**src/rtl/quad_enc_pkg.sv**
```systemverilog
// rtl/quad_enc_pkg.sv - shared types and Gray helpers for the quadrature input filter
package quad_enc_pkg;

  typedef enum logic {
    ST_STABLE = 1'b0,
    ST_QUAL   = 1'b1
  } state_t;

  localparam logic DIR_FWD = 1'b1;
  localparam logic DIR_REV = 1'b0;

  // Forward sequence is 00 -> 01 -> 11 -> 10 -> 00
  function automatic logic [1:0] gray_next(input logic [1:0] code);
    logic [1:0] nxt;
    case (code)
      2'b00:   nxt = 2'b01;
      2'b01:   nxt = 2'b11;
      2'b11:   nxt = 2'b10;
      default: nxt = 2'b00;
    endcase
    return nxt;
  endfunction

endpackage

```
**src/rtl/sync_chain.sv**
```systemverilog
// rtl/sync_chain.sv - plain multi-flop synchroniser, falling-edge clocked
module sync_chain #(
  parameter int WIDTH  = 2,
  parameter int STAGES = 2
) (
  input  logic             Clkb,
  input  logic             RSTb,
  input  logic [WIDTH-1:0] d,
  output logic [WIDTH-1:0] q
);

  logic [STAGES-1:0][WIDTH-1:0] r_stage;

  always_ff @(negedge Clkb or negedge RSTb) begin
    if (!RSTb) begin
      r_stage <= '0;
    end else begin
      r_stage <= {r_stage[STAGES-2:0], d};
    end
  end

  assign q = r_stage[STAGES-1];

endmodule

```
**src/rtl/quad_enc_filter.sv**
```systemverilog
// rtl/quad_enc_filter.sv - synchronise, debounce and classify quadrature A/B pins
module quad_enc_filter
  import quad_enc_pkg::*;
#(
  parameter int SYNC_STAGES = 2,
  parameter int DEB_CYCLES  = 4,
  parameter int CNT_W       = $clog2(DEB_CYCLES + 1)
) (
  input  logic       Clkb,
  input  logic       RSTb,
  input  logic       enc_a,
  input  logic       enc_b,
  input  logic       err_clr,
  output logic [1:0] enc_inp,
  output logic       enc_chg,
  output logic       enc_dir,
  output logic       enc_err,
  output logic       err_sticky,
  output logic       primed
);

  logic [1:0]       w_sync;
  logic [1:0]       r_cand;
  logic [CNT_W-1:0] r_cnt;
  state_t           r_state;
  state_t           w_state_nxt;
  logic [1:0]       r_inp;
  logic             r_chg;
  logic             r_dir;
  logic             r_err;
  logic             r_sticky;
  logic             r_primed;
  logic             w_differs;
  logic             w_cnt_last;
  logic             w_commit;
  logic             w_step_fwd;
  logic             w_step_rev;
  logic             w_jump;

  sync_chain #(
    .WIDTH  (2),
    .STAGES (SYNC_STAGES)
  ) u_sync (
    .Clkb (Clkb),
    .RSTb (RSTb),
    .d    ({enc_a, enc_b}),
    .q    (w_sync)
  );

  assign w_differs  = (w_sync != r_cand);
  assign w_cnt_last = (r_cnt == CNT_W'(DEB_CYCLES - 1));

  always_ff @(negedge Clkb or negedge RSTb) begin
    if (!RSTb) begin
      r_state <= ST_STABLE;
    end else begin
      r_state <= w_state_nxt;
    end
  end

  // A change back to the committed value is a returning glitch: drop straight to stable
  always_comb begin
    w_state_nxt = r_state;
    if (w_differs) begin
      w_state_nxt = (w_sync == r_inp) ? ST_STABLE : ST_QUAL;
    end else if (r_state == ST_QUAL && w_cnt_last) begin
      w_state_nxt = ST_STABLE;
    end
  end

  always_comb begin
    w_commit   = 1'b0;
    w_step_fwd = 1'b0;
    w_step_rev = 1'b0;
    w_jump     = 1'b0;
    if (!w_differs && r_state == ST_QUAL && w_cnt_last) begin
      w_commit = 1'b1;
    end
    if (w_commit && r_primed) begin
      w_step_fwd = (r_cand == gray_next(r_inp));
      w_step_rev = (gray_next(r_cand) == r_inp);
      w_jump     = ((r_cand ^ r_inp) == 2'b11);
    end
  end

  always_ff @(negedge Clkb or negedge RSTb) begin
    if (!RSTb) begin
      r_cand   <= 2'b00;
      r_cnt    <= '0;
      r_inp    <= 2'b00;
      r_chg    <= 1'b0;
      r_dir    <= 1'b0;
      r_err    <= 1'b0;
      r_sticky <= 1'b0;
      r_primed <= 1'b0;
    end else begin
      r_chg <= w_step_fwd | w_step_rev;
      r_err <= w_jump;
      if (w_differs) begin
        r_cand <= w_sync;
        r_cnt  <= '0;
      end else if (r_state == ST_QUAL) begin
        r_cnt <= w_cnt_last ? '0 : r_cnt + CNT_W'(1);
      end
      if (w_commit) begin
        r_inp    <= r_cand;
        r_primed <= 1'b1;
      end
      if (w_step_fwd) begin
        r_dir <= DIR_FWD;
      end else if (w_step_rev) begin
        r_dir <= DIR_REV;
      end
      // A coinciding error commit outranks the clear
      if (w_jump) begin
        r_sticky <= 1'b1;
      end else if (err_clr) begin
        r_sticky <= 1'b0;
      end
    end
  end

  assign enc_inp    = r_inp;
  assign enc_chg    = r_chg;
  assign enc_dir    = r_dir;
  assign enc_err    = r_err;
  assign err_sticky = r_sticky;
  assign primed     = r_primed;

endmodule
```
**config.mk**
```make
export PLATFORM = sky130hd
export DESIGN_NAME = quad_enc_filter
export DESIGN_NICKNAME = d
export VERILOG_FILES = /design/src/rtl/quad_enc_pkg.sv /design/src/rtl/sync_chain.sv /design/src/rtl/quad_enc_filter.sv
export SDC_FILE = /design/constraint.sdc
export NUM_CORES = 1
export LEC_CHECK = 0
export ABC_CLOCK_PERIOD_IN_PS = 2500
export BUFFER_PORTS_ARGS = -buffer_cell sky130_fd_sc_hd__buf_2
export CAP_MARGIN = 10
export CORE_MARGIN = 4
export CORE_UTILIZATION = 30
export CTS_CLUSTER_DIAMETER = 200
export CTS_CLUSTER_SIZE = 12
export DETAILED_ROUTE_END_ITERATION = 8
export GPL_TIMING_DRIVEN = 0
export SYNTH_ARGS = -nofsm -noshare
export SYNTH_HDL_FRONTEND = slang
export SYNTH_SLANG_ARGS = --single-unit
```
**constraint.sdc**
```tcl
create_clock -name Clkb -period 2.5 [get_ports Clkb]
set_clock_uncertainty 0.2 [all_clocks]
set_input_delay 0.125 -clock Clkb [delete_from_list [all_inputs] [get_ports Clkb]]
set_output_delay 0.125 -clock Clkb [all_outputs]
set_load 0.01 [all_outputs]
```
======== Word level (Yosys, flattened, before mapping) ========
Cells that the tools add are included.
storage, ports and cells
  flip-flop bits (word level) ............. 17
cells by class
  reductions and logical operators ........ 11
  equality and inequality tests ........... 10
  bitwise logic cells ..................... 2
  $add $sub $neg .......................... 1
  muxes and demuxes ....................... 18
operators with widths
  cell                                                                   number
  2-bit one-hot mux with 3 select lines                                  2
  1-bit 2-to-1 mux                                                       11
  3-bit 2-to-1 mux                                                       3
  2-bit nonzero test                                                     4
  2-bit equality test                                                    3
  2-bit equality test, second input constant                             3
  2-bit by 1-bit equality test with 1-bit output, second input constant  2
  1-bit logical AND                                                      4
  2-bit logical NOT                                                      2
  2-bit 2-to-1 mux                                                       2
  3-bit by 1-bit adder with 3-bit output, second input constant          1
  3-bit by 2-bit equality test with 1-bit output, second input constant  1
  2-bit != test                                                          1
  2-bit XOR                                                              1
  1-bit logical NOT                                                      1
  1-bit bitwise OR                                                       1

======== Longest topological paths before layout ========
  word-level depth ........................ 11
  depth in mapped cells ................... 5
  gate-level depth less buffers ........... 5

======== Hierarchy ========
Synthesis repeated with hierarchy kept, for this count alone.
second synthesis, totals
  cell total of the unflattened synthesis .. 53
  area, all modules ....................... 696.9 sq um
modules (own cells, without submodules)
  module           cells each  instances  area an instance (sq um)
  quad_enc_filter  47          1          581.8
  sync_chain       6           1          115.1

==> flow_metrics.py <==
metrics = {
    "finish": {
        "layout.nets": 76,
        "n_antenna_cell": 0,
        "layout-drive-gt1-share_pct": 34.8,
        "fillers": 211,
        "post-route-util_pct": 39.7,
        "syn_to_final_growth_pct": 20.2,
    },
    "critical_path": {
        "cp_cell_sequence": "buf_2",
        "cp_data_arrival_time_ns": 2.10,
        "cpPeakStageDelay_ns": 0.43,
        "worst-path-stages": 1,
        "critPathTopFamily": "flip-flops",
        "endpoint_kind": "primary output",
        "r2r_slack_ns": 0.70,
        "cp_num_buf_inv": 1,
        "worstPathRequired_ns": 2.17,
        "crit_type": "register to primary output",
        "startpoint": "primed$_DFFE_NN0P_",
        "r2r_start": "r_cand[1]$_DFFE_NN0N_",
        "cp_slowest_cell": "dfrtn_1",
        "cp_max_fo": 3,
        "cp-start-kind": "register",
        "reg2reg_depth": 3,
    },
    "logic_synthesis": {
        "synthesis.nets": 57,
        "ys_async_sr_fraction_pct": 100,
        "synth.cell_area_um2": 682,
        "ys_seq_area_share_pct": 62.4,
        "synthTopCellsByArea": "dfrtn_1, xor2_1, mux2_2",
        "yosysMostFrequentCell": "dfrtn_1",
        "synth_common_cells": "dfrtn_1, xor2_1, o21ai_0",
        "synth_top_area_share_pct": 62.4,
        "synth_edf_count": 0,
        "synthCells": 51,
        "ys_types": 20,
        "yosysTopAreaCell": "dfrtn_1",
        "synthFlopType": "dfrtn_1",
        "avgSynthCellArea_um2": 13.4,
        "ys_ff_latch": 17,
        "yosys_warnings": 0,
    },
    "clock_network": {
        "cts.reportedPaths.clkPinSlew_ns": 0.06,
        "cts_max_path_buffers": 2,
        "clk_latency_ns": 0.28,
        "hold_buffers": 0,
        "cts_buffers": 3,
        "cts_sinks": 17,
        "root_buffer": "clkbuf_4",
        "h-tree-depth": 1,
        "cts_tree": "done",
        "postCtsResizedCells": 0,
    },
    "sta": {
        "relSlewSlack_pct": 74.8,
        "finalSetupTns_ns": 0,
        "rsz0062_at_grt": "no",
        "drv_slew": 0,
        "report.final.hold_viol_count": 0,
        "hold-worst-slack_ns": 0.103,
        "setup_viol": 0,
        "worst_pin_slew_ns": 0.376,
    },
    "power": {
        "leakage_nw": 0.433,
        "cellPowerDensity_mw_per_mm2": 631,
        "max-vdd-ir-drop_uv": 262,
        "total_power_uw": 517,
    },
    "route": {
        "wl_per_cell_um": 11.0,
        "viasPerCell": 4.32,
        "first_pass_iters": 1,
        "initialDrtViolationCount": 0,
        "drcViolationCount": 0,
        "vias": 415,
        "wirelength_mm": 1.05,
        "final_antenna_net_count": 0,
    },
    "global_route": {
        "antenna_found_initial": 0,
        "grt_use_total_pct": 7.79,
        "gr-total-overflow": 0,
        "grt_pass1_wl_mm": 1.87,
        "grt_max_degree": 18,
        "grt_pass1_vias": 420,
    },
    "floorplan": {
        "fp.dieW_um": 55.7,
        "die_area_mm2": 0.00310,
        "core-area_mm2": 0.00206,
        "ios": 12,
        "start_util_pct": 33.1,
        "num_rows": 16,
        "die_h_um": 55.7,
    },
    "place": {
        "io_buffers": 11,
        "gp_congestion": 0.730,
        "dpl.hpwl_um": 733,
    },
    "outcome": {
        "status": "finished clean",
    },
    "hold_path": {
        "min_from": "u_sync.r_stage[1]$_DFF_NN0_",
        "hp-class": "register to register",
        "hold_depth": 0,
    },
    "job": {
        "drv_cap": 0,
    },
}
==> path summary, 6_finish.rpt <==
| kind | end |
|---|---|
| min in group asynchronous | enc_inp[0]$_DFFE_NN0P_ |
| setup reg to reg | enc_inp[0]$_DFFE_NN0P_ |
| setup / recovery | primed |
| hold reg to reg | u_sync.q[1]$_DFF_NN0_ |
| max in group asynchronous | enc_dir$_DFFE_NN0P_ |
| hold / removal | u_sync.q[1]$_DFF_NN0_ |
==> what timing repair did <==
action / CTS / global route
buffers inserted: 2 / 1
hold endpoints to repair: 0 / 0
endpoints found under the setup margin: 2 / 1
==> registers in the layout (all words and copies together), names as in the netlist <==
name and cells:
enc_chg 1, enc_dir 1, enc_err 1, enc_inp 2
err_sticky 1, primed 1, r_cand 2, r_cnt 3
r_state 1, u_sync.q 2, u_sync.r_stage 2
==> report_power, final <==
group          switching [mW]  internal, mW
clock                  0.0805        0.0619
combinational          0.0350        0.0334
sequential             0.0134         0.293
==> final cells by class <==
cell class                 instances  area (µm²)  area share, %
tap                               27        33.8           4.12
buffer                             2        7.51          0.916
sequential                        17         425           51.9
inverter                           2        7.51          0.916
multi-input combinational         30         241           29.5
clock buffer                       4        26.3           3.21
timing repair buffer              14        77.6           9.47
==> placed cells by master (no fill, tap or decap), drive strengths merged <==
master / synthesis / layout
dfrtn: 17 / 17
buf: 0 / 14
xor2: 8 / 8
clkbuf: 2 / 6
o21ai: 3 / 3
mux2: 2 / 2
inv: 2 / 2
xnor2: 2 / 2
nor3: 2 / 2
nor2: 2 / 2
and3: 2 / 2
nand2: 1 / 1
nor4: 1 / 1
and4: 1 / 1
nand4: 1 / 1
a21o: 1 / 1
or2: 1 / 1
mux2i: 1 / 1
a21oi: 1 / 1
ha: 1 / 1
==> stage by stage <==
step	worst slack [ns]	area (µm²)	instances
floorplan	0.418	682	51
global placement	0.273	771	89
detailed placement	0.262	771	89
CTS	0.0181	812	95
global route	0.0371	820	96
finish	0.0766	820	96
==> routing by layer <==
| metal | vias up | track usage, % | part of all wire (%) |
|---|---|---|---|
| li1 | 209 | - | - |
| met1 | 196 | 9.16 | 46 |
| met2 | 8 | 11.8 | 48 |
| met3 | 2 | 2.09 | 4.7 |
| met4 | 0 | 6.25 | 0.86 |
| met5 | - | 0 | 0 |
==> logic make-up after synthesis <==
| logic type | synth area share, % |
|---|---|
| xor+xnor | 12.8 |
| mux | 4.77 |
| simple gates | 11.7 |
| fa+ha+maj | 1.83 |
| flops | 62.4 |
| buf+inv | 2.20 |
| compound gates | 4.22 |
No activity file was read; power rests on OpenSTA's default activity.
